===== src/rtl/mac_layer_sequencer_if.sv =====
// rtl/mac_layer_sequencer_if.sv - buffer read ports and result stream of the layer sequencer
interface mac_layer_sequencer_if #(
  parameter int LEN_W  = 8,
  parameter int NEUR_W = 8,
  parameter int W_AW   = 16
);
  logic              in_rd_en;
  logic [LEN_W-1:0]  in_addr;
  logic [7:0]        in_rdata;
  logic              w_rd_en;
  logic [W_AW-1:0]   w_addr;
  logic [7:0]        w_rdata;
  logic              res_valid;
  logic              res_ready;
  logic [31:0]       res_data;
  logic [NEUR_W-1:0] res_idx;

  modport master (
    output in_rd_en, in_addr, w_rd_en, w_addr, res_valid, res_data, res_idx,
    input  in_rdata, w_rdata, res_ready
  );

  modport slave (
    input  in_rd_en, in_addr, w_rd_en, w_addr, res_valid, res_data, res_idx,
    output in_rdata, w_rdata, res_ready
  );
endinterface


===== src/rtl/mac_layer_sequencer.sv =====
// rtl/mac_layer_sequencer.sv - drives one shared MAC through a fully-connected layer
module mac_layer_sequencer #(
  parameter int LEN_W   = 8,
  parameter int NEUR_W  = 8,
  parameter int W_AW    = 16,
  parameter int RELU_EN = 0
) (
  input  logic              clk,
  input  logic              rst,
  input  logic              start,
  input  logic [LEN_W-1:0]  cfg_len,
  input  logic [NEUR_W-1:0] cfg_neurons,
  output logic              busy,
  output logic              done,
  output logic              mac_clr,
  output logic [7:0]        mac_in_data,
  output logic [7:0]        mac_weight,
  output logic              mac_valid_in,
  input  logic [31:0]       mac_acc,
  mac_layer_sequencer_if.master bus
);

  typedef enum logic [2:0] {
    S_IDLE, S_CLEAR, S_FETCH, S_DRAIN1, S_DRAIN2, S_OUTPUT, S_DONE
  } state_t;

  state_t            state, state_nxt;
  logic [LEN_W-1:0]  len_q;
  logic [LEN_W-1:0]  k;
  logic [NEUR_W-1:0] neurons_q;
  logic [NEUR_W-1:0] neuron;
  logic [W_AW-1:0]   w_base;
  logic [31:0]       res_data_q;
  logic [NEUR_W-1:0] res_idx_q;
  logic              mac_valid_q;
  logic              last_k;
  logic              last_neuron;
  logic              cfg_empty;
  logic              fetch;

  assign last_k      = (k == len_q - LEN_W'(1));
  assign last_neuron = (neuron == neurons_q - NEUR_W'(1));
  assign cfg_empty   = (cfg_len == '0) || (cfg_neurons == '0);

  // Buffer data lands one cycle after the read, in step with mac_valid_in.
  assign mac_in_data  = bus.in_rdata;
  assign mac_weight   = bus.w_rdata;
  assign mac_valid_in = mac_valid_q;
  assign bus.res_data = res_data_q;
  assign bus.res_idx  = res_idx_q;

  always_comb begin
    state_nxt     = state;
    fetch         = 1'b0;
    busy          = 1'b1;
    done          = 1'b0;
    mac_clr       = rst;
    bus.res_valid = 1'b0;
    case (state)
      S_IDLE: begin
        busy = 1'b0;
        if (start) state_nxt = cfg_empty ? S_DONE : S_CLEAR;
      end
      S_CLEAR: begin
        mac_clr   = 1'b1;
        state_nxt = S_FETCH;
      end
      S_FETCH: begin
        fetch = 1'b1;
        if (last_k) state_nxt = S_DRAIN1;
      end
      S_DRAIN1: state_nxt = S_DRAIN2;
      S_DRAIN2: state_nxt = S_OUTPUT;
      S_OUTPUT: begin
        bus.res_valid = 1'b1;
        if (bus.res_ready) state_nxt = last_neuron ? S_DONE : S_CLEAR;
      end
      S_DONE: begin
        done      = 1'b1;
        state_nxt = S_IDLE;
      end
      default: state_nxt = S_IDLE;
    endcase
    bus.in_rd_en = fetch;
    bus.w_rd_en  = fetch;
    bus.in_addr  = fetch ? k : '0;
    bus.w_addr   = fetch ? (w_base + W_AW'(k)) : '0;
  end

  always_ff @(posedge clk) begin
    if (rst) begin
      state       <= S_IDLE;
      len_q       <= '0;
      neurons_q   <= '0;
      k           <= '0;
      neuron      <= '0;
      w_base      <= '0;
      res_data_q  <= '0;
      res_idx_q   <= '0;
      mac_valid_q <= 1'b0;
    end else begin
      state       <= state_nxt;
      mac_valid_q <= fetch;
      case (state)
        S_IDLE: begin
          if (start) begin
            len_q     <= cfg_len;
            neurons_q <= cfg_neurons;
            neuron    <= '0;
            w_base    <= '0;
          end
        end
        S_CLEAR: k <= '0;
        S_FETCH: k <= k + LEN_W'(1);
        S_DRAIN2: begin
          res_data_q <= ((RELU_EN != 0) && mac_acc[31]) ? 32'd0 : mac_acc;
          res_idx_q  <= neuron;
        end
        S_OUTPUT: begin
          if (bus.res_ready && !last_neuron) begin
            neuron <= neuron + NEUR_W'(1);
            w_base <= w_base + W_AW'(len_q);
          end
        end
        default: ;
      endcase
    end
  end

endmodule


===== src/flat_wrapper.sv =====
// flat-port wrapper written by rule: the top's interface ports become plain ports
module mac_layer_sequencer_flat 
#(
  parameter int LEN_W   = 8,
  parameter int NEUR_W  = 8,
  parameter int W_AW    = 16,
  parameter int RELU_EN = 0
)
  (clk, rst, start, cfg_len, cfg_neurons, busy, done, mac_clr, mac_in_data, mac_weight, mac_valid_in, mac_acc, bus_in_rd_en, bus_in_addr, bus_w_rd_en, bus_w_addr, bus_res_valid, bus_res_data, bus_res_idx, bus_in_rdata, bus_w_rdata, bus_res_ready);
  mac_layer_sequencer_if #(.LEN_W(LEN_W), .NEUR_W(NEUR_W), .W_AW(W_AW)) bus_i ();
  input  logic clk;
  input  logic rst;
  input  logic start;
  input  logic [LEN_W-1:0] cfg_len;
  input  logic [NEUR_W-1:0] cfg_neurons;
  output logic busy;
  output logic done;
  output logic mac_clr;
  output logic [7:0] mac_in_data;
  output logic [7:0] mac_weight;
  output logic mac_valid_in;
  input  logic [31:0] mac_acc;
  output wire logic [$bits(bus_i.in_rd_en)-1:0] bus_in_rd_en;
  output wire logic [$bits(bus_i.in_addr)-1:0] bus_in_addr;
  output wire logic [$bits(bus_i.w_rd_en)-1:0] bus_w_rd_en;
  output wire logic [$bits(bus_i.w_addr)-1:0] bus_w_addr;
  output wire logic [$bits(bus_i.res_valid)-1:0] bus_res_valid;
  output wire logic [$bits(bus_i.res_data)-1:0] bus_res_data;
  output wire logic [$bits(bus_i.res_idx)-1:0] bus_res_idx;
  input wire logic [$bits(bus_i.in_rdata)-1:0] bus_in_rdata;
  input wire logic [$bits(bus_i.w_rdata)-1:0] bus_w_rdata;
  input wire logic [$bits(bus_i.res_ready)-1:0] bus_res_ready;
  assign bus_in_rd_en = bus_i.in_rd_en;
  assign bus_in_addr = bus_i.in_addr;
  assign bus_w_rd_en = bus_i.w_rd_en;
  assign bus_w_addr = bus_i.w_addr;
  assign bus_res_valid = bus_i.res_valid;
  assign bus_res_data = bus_i.res_data;
  assign bus_res_idx = bus_i.res_idx;
  assign bus_i.in_rdata = bus_in_rdata;
  assign bus_i.w_rdata = bus_w_rdata;
  assign bus_i.res_ready = bus_res_ready;
  mac_layer_sequencer #(.LEN_W(LEN_W), .NEUR_W(NEUR_W), .W_AW(W_AW), .RELU_EN(RELU_EN)) u_core (.clk(clk), .rst(rst), .start(start), .cfg_len(cfg_len), .cfg_neurons(cfg_neurons), .busy(busy), .done(done), .mac_clr(mac_clr), .mac_in_data(mac_in_data), .mac_weight(mac_weight), .mac_valid_in(mac_valid_in), .mac_acc(mac_acc), .bus(bus_i));
endmodule

===== config.mk =====
export PLATFORM = sky130hd
export DESIGN_NAME = mac_layer_sequencer_flat
export DESIGN_NICKNAME = d
export VERILOG_FILES = /design/src/rtl/mac_layer_sequencer_if.sv /design/src/rtl/mac_layer_sequencer.sv /design/src/flat_wrapper.sv
export SDC_FILE = /design/constraint.sdc
export NUM_CORES = 1
export LEC_CHECK = 0
export BUFFER_PORTS_ARGS = -buffer_cell sky130_fd_sc_hd__buf_4
export CORE_MARGIN = 2
export CORE_UTILIZATION = 45
export CTS_CLUSTER_DIAMETER = 150
export DETAILED_ROUTE_END_ITERATION = 12
export GPL_TIMING_DRIVEN = 1
export PLACE_DENSITY = 0.8
export SYNTH_ARGS = -nofsm -noshare
export SYNTH_HDL_FRONTEND = slang
export SYNTH_SLANG_ARGS = --single-unit

===== constraint.sdc =====
create_clock -name clk -period 4.7 [get_ports clk]
set_input_delay 0.94 -clock clk [delete_from_list [all_inputs] [get_ports clk]]
set_output_delay 0.94 -clock clk [all_outputs]
set_load 0.05 [all_outputs]

==> Yosys cells after proc, flatten, opt, wreduce, memory -nomap -nowiden <==
Index checks and enable logic that the tools add are counted.
{ "word_totals": {"mem_bits_rw": 0, "romBits": 0, "out_inout_bits": 87, "mem_count": 0, "inputBits": 68, "latch_bits": 0, "reg_bits": 92, "elab_cells": 58} }
{ "op_classes": {"n_bitwise": 0, "magnitude_cmp": 0, "div_mod_pow": 0, "muxes": 20, "n_reduce_logical": 11, "shift": 0, "mul": 0, "eq_ne": 12, "add_sub_neg": 6} }
{ "op_table": {"columns": ["operator", "count"], "rows": [
  ["16-bit 2-to-1 mux", 3],
  ["16-bit by 8-bit adder with 16-bit output", 2],
  ["16-bit one-hot mux with 2 select lines", 1],
  ["8-bit one-hot mux with 2 select lines", 2],
  ["8-bit 2-to-1 mux", 3],
  ["3-bit one-hot mux with 6 select lines", 1],
  ["8-bit by 1-bit adder with 8-bit output, second input constant", 2],
  ["8-bit equality test", 2],
  ["8-bit zero test", 2],
  ["8-bit by 1-bit subtractor with 8-bit output, second input constant", 2],
  ["3-bit 2-to-1 mux", 5],
  ["3-bit equality test, second input constant", 3],
  ["3-bit by 2-bit equality test with 1-bit output, second input constant", 2],
  ["3-bit AND reduction", 2],
  ["1-bit 2-to-1 mux", 5],
  ["2-bit by 1-bit != test with 1-bit output, second input constant", 2],
  ["2-bit != test, second input constant", 2],
  ["2-bit nonzero test", 2],
  ["3-bit by 1-bit equality test with 1-bit output, second input constant", 1],
  ["3-bit zero test", 1],
  ["2-bit AND reduction", 1],
  ["1-bit logical AND", 1],
  ["1-bit zero test", 1],
  ["1-bit logical OR", 1]
]} }

==> Longest topological paths before layout <==
{ "logic_depth": {"word_depth": 6, "ltp_mapped": 9} }

==> Least setup slack after synthesis <==
Ideal clock, no wire load.
{ "synth_timing": {"kind": "register to output", "from": "reg u_core.k[0]", "to": "out bus_w_addr[10]", "path_buffers": 0, "arrival_ns": 3.205, "path_slack_ns": 0.555, "path_stages_with_launch": 9, "cell_sequence": "dfxtp_1 -> ha_1 -> fa_1 -> a21o_1 -> a21oi_1 -> o21bai_1 -> a2111oi_0 -> o31ai_1 -> a21oi_1"} }
{ "synth_via": {"elab_chain_len": 2} }
{ "synth_lines": {"columns": ["element", "line", "rtl"], "rows": [
  ["from (decl)", "mac_layer_sequencer.sv:29", "logic [LEN_W-1:0] k;"],
  ["from (signal assigned)", "mac_layer_sequencer.sv:114", "S_FETCH: k <= k + LEN_W'(1);"],
  ["16-bit by 8-bit adder with 16-bit output", "mac_layer_sequencer.sv:87", "bus.w_addr = fetch ? (w_base + W_AW'(k)) : '0;"],
  ["16-bit 2-to-1 mux", "mac_layer_sequencer.sv:87", null],
  ["to (decl)", "flat_wrapper.sv:26", "output wire logic [$bits(bus_i.w_addr)-1:0] bus_w_addr;"]
]} }
No other way between the ends.

==> Worst setup path after layout <==
Same ends and word-level chain as after synthesis.

==> results.toml <==
[floorplan]
fp.dieH_um = 114
core_um2 = 11900
initial_core_util_pct = 45.7
io_pins = 155
rows = 40
die_w_um = 114
die_area_um2 = 13000

[timing]
holdWs_ps = 454
fin_crit_ps = 4070
tightest_slew_ps = 1010
setup_total_negative_slack_ps = 0
slew-limit-headroom_pct = 32.6
rsz0062_at_grt = "no"
setup_violations = 0
slew_violations = 0
fmax_mhz = 246
finalCritPeriodShare_pct = 86.6
fin_skew_ps = 9.08
final-hold-violation-count = 0

[routing]
drt-total-wl_um = 14200
vias = 5358
vias_per_cell = 5.62
avgRoutedWirePerCell_um = 14.9
dr.pass1.iters = 5
drt_first_iter_violations = 339
drc = 0
ant_nets = 0

[hold_path]
worstHoldPathType = "reg -> reg"

[pwr]
p_per_area_nw_per_um2 = 299
static-leakage-power_nw = 2.72
peakVddDrop_mv = 0.293
p_sw_share_pct = 31.1
p_int_w = 0.00137
seq_power_share_pct = 41.9
pwr-share-clk_pct = 39.1
combPwrFrac_pct = 19.0
power.switching_w = 0.000617

[synth]
muxShareOfSynthArea_pct = 1.31
synth-seq-area-share_pct = 33.8
synth_cell_type_count = 63
yosysWarningCount = 0
synth_area_um2 = 5450
synth_flop_cell = "dfxtp_1"
synthXorXnorAreaFrac_pct = 4.34
async_flop_share_pct = 0
synth_top_family_by_area = "simple AND/OR/NAND/NOR gates"
synth-compound-area-share_pct = 23.7
synthSimpleGateAreaFrac_pct = 24.6
synth_seq_cells = 92
synth_edf_count = 0
synth_fa_ha_area_share_pct = 5.33
syn_inst = 721
synth_nets = 811
syn_area_per_cell_um2 = 7.55

[worst_setup_path]
path_cells = "ha_1 -> fa_1 -> a21o_1 -> a21oi_1 -> o21bai_1 -> a2111oi_0 -> buf_4 -> o31ai_1 -> a21oi_1 -> buf_4"
cp_slowest_cell = "a2111oi_0"
setup.worst_path.end = "bus_w_addr[10]"
critical_path_class = "reg -> out"
r2r_cells = 8
cp.required_ps = 3760
cp_max_fo = 7
timing.rr.end = "u_core.w_base[10]"
critPathCaptureType = "output pin"
rr_startpoint = "u_core.neurons_q[0]"
cp-start-kind = "flip-flop"
cp_top_family = "compound AO/OA/AOI/OAI gates"
crit_cells = 10
critPathArrivalTime_ps = 3130
cp_num_buf_inv = 2
reg2reg_slack_ps = 1950
critPathMaxStageDelay_ps = 480
startpoint = "u_core.k[0]"

[global_routing]
grt_max_degree = 84
grt-ovfl-total = 0
gr-usage-all-layers_pct = 21.7
grt_first_pass_wirelength_um = 23200
grt_pass1_vias = 4914
antenna_found_initial = 0

[placed_design]
routabilityCongestion = 0.823
dp_hpwl_um = 9880
placed_area_um2 = 6310
portBuffers = 122

[layout]
fillers = 1141
final_core_util_pct = 55.6
syn_to_final_growth_pct = 21.6
nets = 891
n_antenna_cell = 0
fin_area_um2 = 6620
drive_above_1_share_pct = 20.1

[clock_tree]
cts_buffers = 9
cts_root_buffer = "clkbuf_16"
post_cts_buffers = 0
clock_latency_ps = 350
clockBufferDepth = 2
htreeDepth = 3
cts_num_sinks = 92
path_clk_slew_ps = 70
ctsResizeCount = 0
hold_buffers = 0
cts_tree = "yes"

[outcome]
status = "complete, no violations"

[job]
maxCapViolCount = 0
cell usage in the layout, fill, tap and decap left out, drive strengths merged, types with 10 or more instances in the layout:
master,n
inv,21
dfxtp,92
nor3,10
buf,132
nor2,24
a21oi,105
o21ai,26
ha,20
nand3,21
xor2,17
xnor2,10
o31ai,10
and3,17
nand2,168
kinds of logic (layout without fill, tap and decap cells):
family,after synthesis,count (layout)
compound gates,204,204
buf+inv,79,164
fa+ha+maj,22,22
mux,7,7
flops,92,92
xor+xnor,27,27
simple gates,290,290
metrics by stage:
step | power (W) | cells | worst slack [ps]
2_1_floorplan | 0.00114 | 721 | 555
3_3_place_gp | 0.00122 | 937 | 1130
3_5_place_dp | 0.00122 | 937 | 1050
4_1_cts | 0.00199 | 953 | 643
5_1_grt | 0.00207 | 953 | 471
6_report | 0.00198 | 953 | 629
worst register-to-register path, delay by kind of cell (launching register included):
kind / cells / cell delay [ps]
AO/OA/AOI/OAI: 4 / 1550
flip-flops: 1 / 420
XOR/XNOR: 1 / 140
buffers and inverters: 1 / 70
multiplexers: 1 / 160
adder cells (fa/ha/maj): 1 / 310
worst min-delay path by stage:
stage / startpoint / to / cells after the start
floorplan: u_core.neurons_q[7] / u_core.neurons_q[7] / 2
global placement: u_core.bus.res_data[26] / u_core.bus.res_data[26] / 2
detailed placement: u_core.bus.res_data[23] / u_core.bus.res_data[23] / 2
CTS: u_core.bus.res_data[23] / u_core.bus.res_data[23] / 2
global route: u_core.bus.res_data[20] / u_core.bus.res_data[20] / 2
finish: u_core.bus.res_data[22] / u_core.bus.res_data[22] / 2
flip-flops by register name, summed over array words and instances (netlist names):
register             flops
u_core.bus.res_data     32
u_core.bus.res_idx       8
u_core.k                 8
u_core.len_q             8
u_core.mac_valid_in      1
u_core.neuron            8
u_core.neurons_q         8
u_core.state             3
u_core.w_base           16
Yosys cell counts, types with 3 or more instances:
master     number  area [um2]
o2111ai_1       5        43.8
inv_1          16        60.1
xnor2_1        10        87.6
ha_1           20         250
a31oi_1         3        18.8
o21ai_0        26         130
nand2b_1        8        50.1
o31ai_1        10        75.1
or4_1           7        52.6
and2_1          4        25.0
a2111o_1        8        90.1
mux2i_1         6        60.1
nor2_1         24        90.1
a211oi_1        7        52.6
nand3_1        21         105
and3_1         17         106
nor4_1          6        37.5
clkbuf_1       41         154
or3_1           7        43.8
nand2_1       168         631
nor3_1          9        45.0
o211ai_1        7        52.6
dfxtp_1        92        1840
a21o_1          7        52.6
a21oi_1       105         526
or2_2           4        25.0
xor2_1         17         149
o21bai_1        4        30.0
nand4_1         5        31.3
buf_4          18         135
final cells by class:
| cell class | count | area [um2] | area share [%] |
|---|---|---|---|
| inverter | 16 | 60.1 | 0.907 |
| tap | 147 | 184 | 2.78 |
| clock inverter | 7 | 88.8 | 1.34 |
| multi-input combinational | 550 | 3230 | 48.8 |
| clock buffer | 9 | 225 | 3.40 |
| timing repair buffer | 132 | 991 | 15.0 |
| sequential | 92 | 1840 | 27.8 |
per-layer routing:
metal | GRT usage, % | part of all wire, % | vias to the layer above
met5 | 0 | 0 | -
met4 | 5.69 | 1.4 | 0
met3 | 5.47 | 6.2 | 19
met2 | 35.3 | 47 | 165
met1 | 28.8 | 45 | 2486
li1 | - | - | 2688
power by group through the flow:
stage	clock network (W)	logic (W)	registers, W
floorplan	0	0.000285	0.000859
global placement	0	0.000369	0.000846
detailed placement	0	0.000374	0.000847
CTS	0.000785	0.000375	0.000829
global route	0.000820	0.000412	0.000833
finish	0.000775	0.000377	0.000830
(Power assumes the default switching activity.)
